===== src/rtl/move_list_collector.sv =====
// move_list_collector: scans one square's 16 direction move words per batch,
// drops empty words and queues the rest in a first-word-fall-through FIFO
// that the move ordering logic drains over a valid/ready stream.
module move_list_collector #(
  parameter int DEPTH     = 16,
  parameter int NUM_SLOTS = 16
) (
  input  logic                      clk,
  input  logic                      reset_n,
  input  logic                      clear,
  input  logic                      batch_valid,
  output logic                      batch_ready,
  input  logic [32*NUM_SLOTS-1:0]   batch_moves,
  output logic                      move_valid,
  input  logic                      move_ready,
  output logic [31:0]               move_data,
  output logic [$clog2(DEPTH):0]    fifo_level,
  output logic [15:0]               move_count,
  output logic                      capture_seen,
  output logic                      batch_done
);

  localparam int PW = $clog2(DEPTH);
  localparam int LW = PW + 1;

  typedef enum logic [0:0] {
    IDLE = 1'b0,
    SCAN = 1'b1
  } state_t;

  // A move word captures something when its captured-piece field is nonzero.
  function automatic logic is_capture(input logic [31:0] word);
    return (word[29:24] != 6'd0);
  endfunction

  state_t                    state_r, state_s;
  logic [3:0]                idx_r, idx_s;
  logic [32*NUM_SLOTS-1:0]   slots_r;
  logic                      ready_r;
  logic                      done_r, done_s;
  logic                      load_s, push_s, pop_s, full_s;
  logic [31:0]               cur_word_s;
  logic [31:0]               mem_r [DEPTH];
  logic [PW-1:0]             wr_ptr_r, rd_ptr_r;
  logic [LW-1:0]             level_r;
  logic [15:0]               count_r;
  logic                      capture_r;

  assign cur_word_s = slots_r[int'(idx_r)*32 +: 32];
  assign full_s     = (level_r == LW'(DEPTH));
  assign pop_s      = (level_r != {LW{1'b0}}) && move_ready;

  // Next-state logic: accept in IDLE, skip/push/stall one slot per cycle in SCAN.
  always_comb begin
    state_s = state_r;
    idx_s   = idx_r;
    load_s  = 1'b0;
    push_s  = 1'b0;
    done_s  = 1'b0;
    if (clear) begin
      state_s = IDLE;
      idx_s   = 4'd0;
    end else begin
      case (state_r)
        IDLE: begin
          if (batch_valid && ready_r) begin
            load_s  = 1'b1;
            idx_s   = 4'd0;
            state_s = SCAN;
          end else begin
            state_s = IDLE;
          end
        end
        SCAN: begin
          // Full test uses pre-edge occupancy, so a same-cycle pop cannot free the slot.
          if ((cur_word_s == 32'h0000_0000) || !full_s) begin
            push_s = (cur_word_s != 32'h0000_0000);
            if (idx_r == 4'(NUM_SLOTS - 1)) begin
              state_s = IDLE;
              idx_s   = 4'd0;
              done_s  = 1'b1;
            end else begin
              idx_s = idx_r + 4'd1;
            end
          end else begin
            idx_s = idx_r;
          end
        end
        default: begin
          state_s = IDLE;
          idx_s   = 4'd0;
        end
      endcase
    end
  end

  // FSM state, slot index, handshake ready and completion pulse registers.
  always_ff @(posedge clk or negedge reset_n) begin
    if (!reset_n) begin
      state_r <= IDLE;
      idx_r   <= 4'd0;
      ready_r <= 1'b0;
      done_r  <= 1'b0;
    end else begin
      state_r <= state_s;
      idx_r   <= idx_s;
      ready_r <= (state_s == IDLE);
      done_r  <= done_s;
    end
  end

  // Slot register captures the whole batch on acceptance.
  always_ff @(posedge clk or negedge reset_n) begin
    if (!reset_n) begin
      slots_r <= '0;
    end else if (load_s) begin
      slots_r <= batch_moves;
    end else begin
      slots_r <= slots_r;
    end
  end

  // FIFO storage; contents are only observable through the level-gated head.
  always_ff @(posedge clk) begin
    if (push_s) begin
      mem_r[wr_ptr_r] <= cur_word_s;
    end
  end

  // FIFO pointers and occupancy; pointers wrap naturally since DEPTH is a power of two.
  always_ff @(posedge clk or negedge reset_n) begin
    if (!reset_n) begin
      wr_ptr_r <= '0;
      rd_ptr_r <= '0;
      level_r  <= '0;
    end else if (clear) begin
      wr_ptr_r <= '0;
      rd_ptr_r <= '0;
      level_r  <= '0;
    end else begin
      if (push_s) wr_ptr_r <= wr_ptr_r + PW'(1);
      if (pop_s)  rd_ptr_r <= rd_ptr_r + PW'(1);
      case ({push_s, pop_s})
        2'b10:   level_r <= level_r + LW'(1);
        2'b01:   level_r <= level_r - LW'(1);
        default: level_r <= level_r;
      endcase
    end
  end

  // Saturating push counter and sticky capture flag.
  always_ff @(posedge clk or negedge reset_n) begin
    if (!reset_n) begin
      count_r   <= 16'd0;
      capture_r <= 1'b0;
    end else if (clear) begin
      count_r   <= 16'd0;
      capture_r <= 1'b0;
    end else begin
      if (push_s && (count_r != 16'hFFFF)) count_r <= count_r + 16'd1;
      if (push_s && is_capture(cur_word_s)) capture_r <= 1'b1;
    end
  end

  assign batch_ready  = ready_r;
  assign batch_done   = done_r;
  assign fifo_level   = level_r;
  assign move_count   = count_r;
  assign capture_seen = capture_r;
  assign move_valid   = (level_r != {LW{1'b0}});
  assign move_data    = move_valid ? mem_r[rd_ptr_r] : 32'h0000_0000;

endmodule


===== config.mk =====
export PLATFORM = sky130hd
export DESIGN_NAME = move_list_collector
export DESIGN_NICKNAME = d
export VERILOG_FILES = /design/src/rtl/move_list_collector.sv
export SDC_FILE = /design/constraint.sdc
export NUM_CORES = 1
export LEC_CHECK = 0
export BUFFER_PORTS_ARGS = -buffer_cell sky130_fd_sc_hd__clkbuf_2
export CORE_ASPECT_RATIO = 0.5
export CORE_MARGIN = 3
export CORE_UTILIZATION = 54
export CTS_BUF_LIST = sky130_fd_sc_hd__clkbuf_2 sky130_fd_sc_hd__clkbuf_4 sky130_fd_sc_hd__clkbuf_8
export DETAILED_ROUTE_END_ITERATION = 12
export GPL_TIMING_DRIVEN = 0
export PLACE_DENSITY = 0.88
export SYNTH_ARGS = -nofsm -noshare
export SYNTH_HDL_FRONTEND = slang
export SYNTH_SLANG_ARGS = --single-unit
export TNS_END_PERCENT = 50

===== constraint.sdc =====
create_clock -name clk -period 6.7 [get_ports clk]
set_clock_uncertainty 0.2 [all_clocks]
set_input_delay 1.005 -clock clk [delete_from_list [all_inputs] [get_ports clk]]
set_output_delay 1.005 -clock clk [all_outputs]
set_load 0.02 [all_outputs]

==> run_results.csv <==
group,metric,value,unit
logic_synthesis,synth_top_area_share,34.5,%
clocking,hold_buffers,0,
placed_design,place_hpwl,108000,um
floorplanning,io_pins,574,
grt,grt_max_degree,113,
pwr,ir_drop,0.210,mV
setup_path,crit_arrival,7.18,ns
grt,grt_use_met2,54.3,%
layout,drive_above_1_share,51.9,%
detailed_routing,drcViolationCount,0,
detailed_routing,ant_nets,0,
hold_path,worstHoldPathType,"in -> async",
layout,fin_area,0.0533,sq mm
flow_run,max_cap_viol_count,0,
detailed_routing,vias,29682,
floorplanning,row_count,73,
floorplanning,dieArea,0.0863,sq mm
clocking,cts.sinks,1061,
pwr,power_density,345,mW/mm^2
floorplanning,start_util,55.3,%
logic_synthesis,synthTopCellsByArea,"edfxtp_1, dfrtp_1, mux2_2",
grt,grt_pass1_vias,30322,
layout,final_nets,3796,
setup_path,critPathMaxFanout,17,
clocking,insertion_delay,0.83,ns
detailed_routing,wl_per_cell,33.0,um
detailed_routing,vias_per_cell,6.54,
sta,tightest_slew,1.35,ns
detailed_routing,first_pass_iters,7,
grt,antenna_found_initial,80,
logic_synthesis,synthesis.nets,3001,
floorplanning,die_h,209,um
clocking,clock-root-buffer,"clkbuf_8",
layout,syn_to_final_growth,19.4,%
sta,layout_worst_path_cycle_share,99.9,%
grt,busiest_layer,"met2",
grt,use_met1,42.8,%
logic_synthesis,synth_ff_type,"dfrtp_1",
sta,fin_setup_tns,0,ns
clocking,numCtsBuffers,150,
clocking,cts_tree,"built",
sta,hold_ws,0.0328,ns
layout,finalNonFillerCells,4541,
sta,finalMaxSlewViolations,0,
placed_design,gp_congestion,0.948,
sta,timing.fmax,0.149,GHz
setup_path,worstPathRequired,7.19,ns
logic_synthesis,async_reset_ff_share,51.7,%
setup_path,critPathKind,"reg -> reg",
placed_design,post_dp_cell_area,0.0497,sq mm
clocking,cts.path.max_buffers,3,
sta,setup_viol,0,
clocking,htreeDepth,4,
floorplanning,die-width,412,um
logic_synthesis,synth_edf_count,512,
placed_design,numPortBuffers,573,
grt,use_met3,10.0,%
clocking,clk_pin_slew,0.07,ns
logic_synthesis,synth_seq_area_share,65.3,%
sta,finalHoldViolCount,0,
grt,grt_pass1_wl,211000,um
logic_synthesis,syn-cell-area,0.0446,sq mm
grt,grt_usage,34.5,%
logic_synthesis,synth.distinct_cells,56,
setup_path,endpoint_kind,"flip-flop",
detailed_routing,routed_wl,150000,um
status,status,"finished clean",
grt,overflow,0,
floorplanning,coreArea,0.0807,sq mm
detailed_routing,drtIter0Drc,4186,
placed_design,place_inst,4196,
setup_path,crit_path_start_kind,"flip-flop",
setup_path,reg2reg_depth,19,
logic_synthesis,yosys.area.top_type,"edfxtp_1",
logic_synthesis,ys_ff_latch,1061,
logic_synthesis,synthCells,2473,
logic_synthesis,yosys_warnings,0,
sta,min_period,6.69,ns
sta,relSlewSlack,10.0,%
logic_synthesis,avgSynthCellArea,18.0,sq um
pwr,p_leak,20.4,nW
==> synthesized netlist by cell type, drive strengths merged (12+ instances only) <==
cell type / number
a21oi: 17
a221oi: 36
a22oi: 44
and2: 38
buf: 41
clkbuf: 120
dfrtp: 549
edfxtp: 512
inv: 14
mux2: 517
mux2i: 75
mux4: 252
nand2: 57
nor2: 29
nor2b: 12
nor3: 15
nor4: 16
o21ai: 29
==> layout make-up <==
cell class	count	area, sq um
Antenna cell	71	178
Fill cell	5273	27400
Clock inverter	31	225
Multi-Input combinational cell	1236	15100
Buffer	161	773
Timing Repair Buffer	643	3680
Clock buffer	236	2820
Inverter	15	56.3
Tap cell	1087	1360
Sequential cell	1061	29100
==> report_power, final <==
group	internal [mW]	switching [mW]
combinational	2.07	2.51
clock	2.72	2.59
sequential	7.97	0.507
total	12.8	5.60
==> stage by stage <==
stage / worst slack [ns] / total power [mW] / util [%]
finish: 0.00589 / 18.4 / 66.0
global route: -0.0960 / 18.9 / 66.0
CTS: 0.0155 / 18.2 / 65.6
detailed placement: -1.46 / 12.9 / 61.6
global placement: -8.02 / 12.7 / 60.5
floorplan: 0.138 / 11.2 / -
==> metal layers <==
layer  vias up  wire length, um  share of wire (%)
li1      11417                -                  -
met1     15319            51200                 34
met2      2348            71700                 48
met3       584            17100                 11
met4        14             9880                6.6
met5         -              128              0.085
==> worst max-delay path, stage by stage (launching register included) <==
cell,delay (ns)
dfrtp_1,0.59
clkdlybuf4s15_2,0.56
buf_2,0.47
mux4_2,0.44
a22oi_1,0.27
nand2_2,0.31
nor4_4,0.51
nand4_1,0.31
o21ai_4,0.31
buf_2,0.28
buf_2,0.27
o21ai_0,0.21
inv_1,0.20
ha_1,0.29
a21o_1,0.21
a21oi_2,0.30
nor3_1,0.08
nand3_1,0.11
mux2i_1,0.09
or4_1,0.51
==> flip-flops by register name (all words and copies together), names as in the netlist <==
register / flops
mem_r: 512
slots_r: 512
move_count: 16
fifo_level: 5
idx_r: 4
rd_ptr_r: 4
wr_ptr_r: 4
batch_done: 1
batch_ready: 1
capture_seen: 1
state_r: 1
==> kinds of logic (layout without fill, tap and decap cells) <==
group | Yosys count | in the layout | synth area share, %
muxes | 844 | 844 | 27.5
adders and majority gates | 11 | 11 | 0.325
AOI/OAI and AO/OA | 147 | 147 | 2.33
buffers and inverters | 176 | 1086 | 1.66
and+or+nand+nor | 227 | 227 | 2.74
xor gates and xnor gates | 7 | 7 | 0.168
DFF | 1061 | 1061 | 65.3
other | 0 | 71 | 0
==> final timing paths <==
path | startpoint | endpoint | slack [ns]
setup reg to reg | idx_r[1] | fifo_level[4] | 0.006
hold reg to reg | slots_r[96] | slots_r[96] | 0.30
hold / removal | reset_n | slots_r[14] | 0.03
min in group clk | batch_moves[394] | slots_r[394] | 0.21
max in group asynchronous | reset_n | slots_r[56] | 4.06
setup / recovery | idx_r[1] | fifo_level[4] | 0.006
==> layout by cell type, fill, tap and decap left out, types with 70 or more instances in the layout <==
| cell type | netlist | final |
|---|---|---|
| clkbuf_2 | 1 | 576 |
| dfrtp_1 | 549 | 549 |
| mux2_2 | 517 | 517 |
| edfxtp_1 | 512 | 512 |
| mux4_2 | 247 | 247 |
| clkbuf_8 | 0 | 168 |
| clkbuf_1 | 119 | 110 |
| clkbuf_4 | 0 | 78 |
| diode_2 | 0 | 71 |
| mux2i_1 | 75 | 70 |
==> repair_timing <==
action,CTS,global route
endpoints found under the setup margin,332,2
pin swaps,0,8
hold endpoints to repair,0,0
resized for setup,53,53
buffers inserted,0,7
Power figures use the tool's default switching activity.
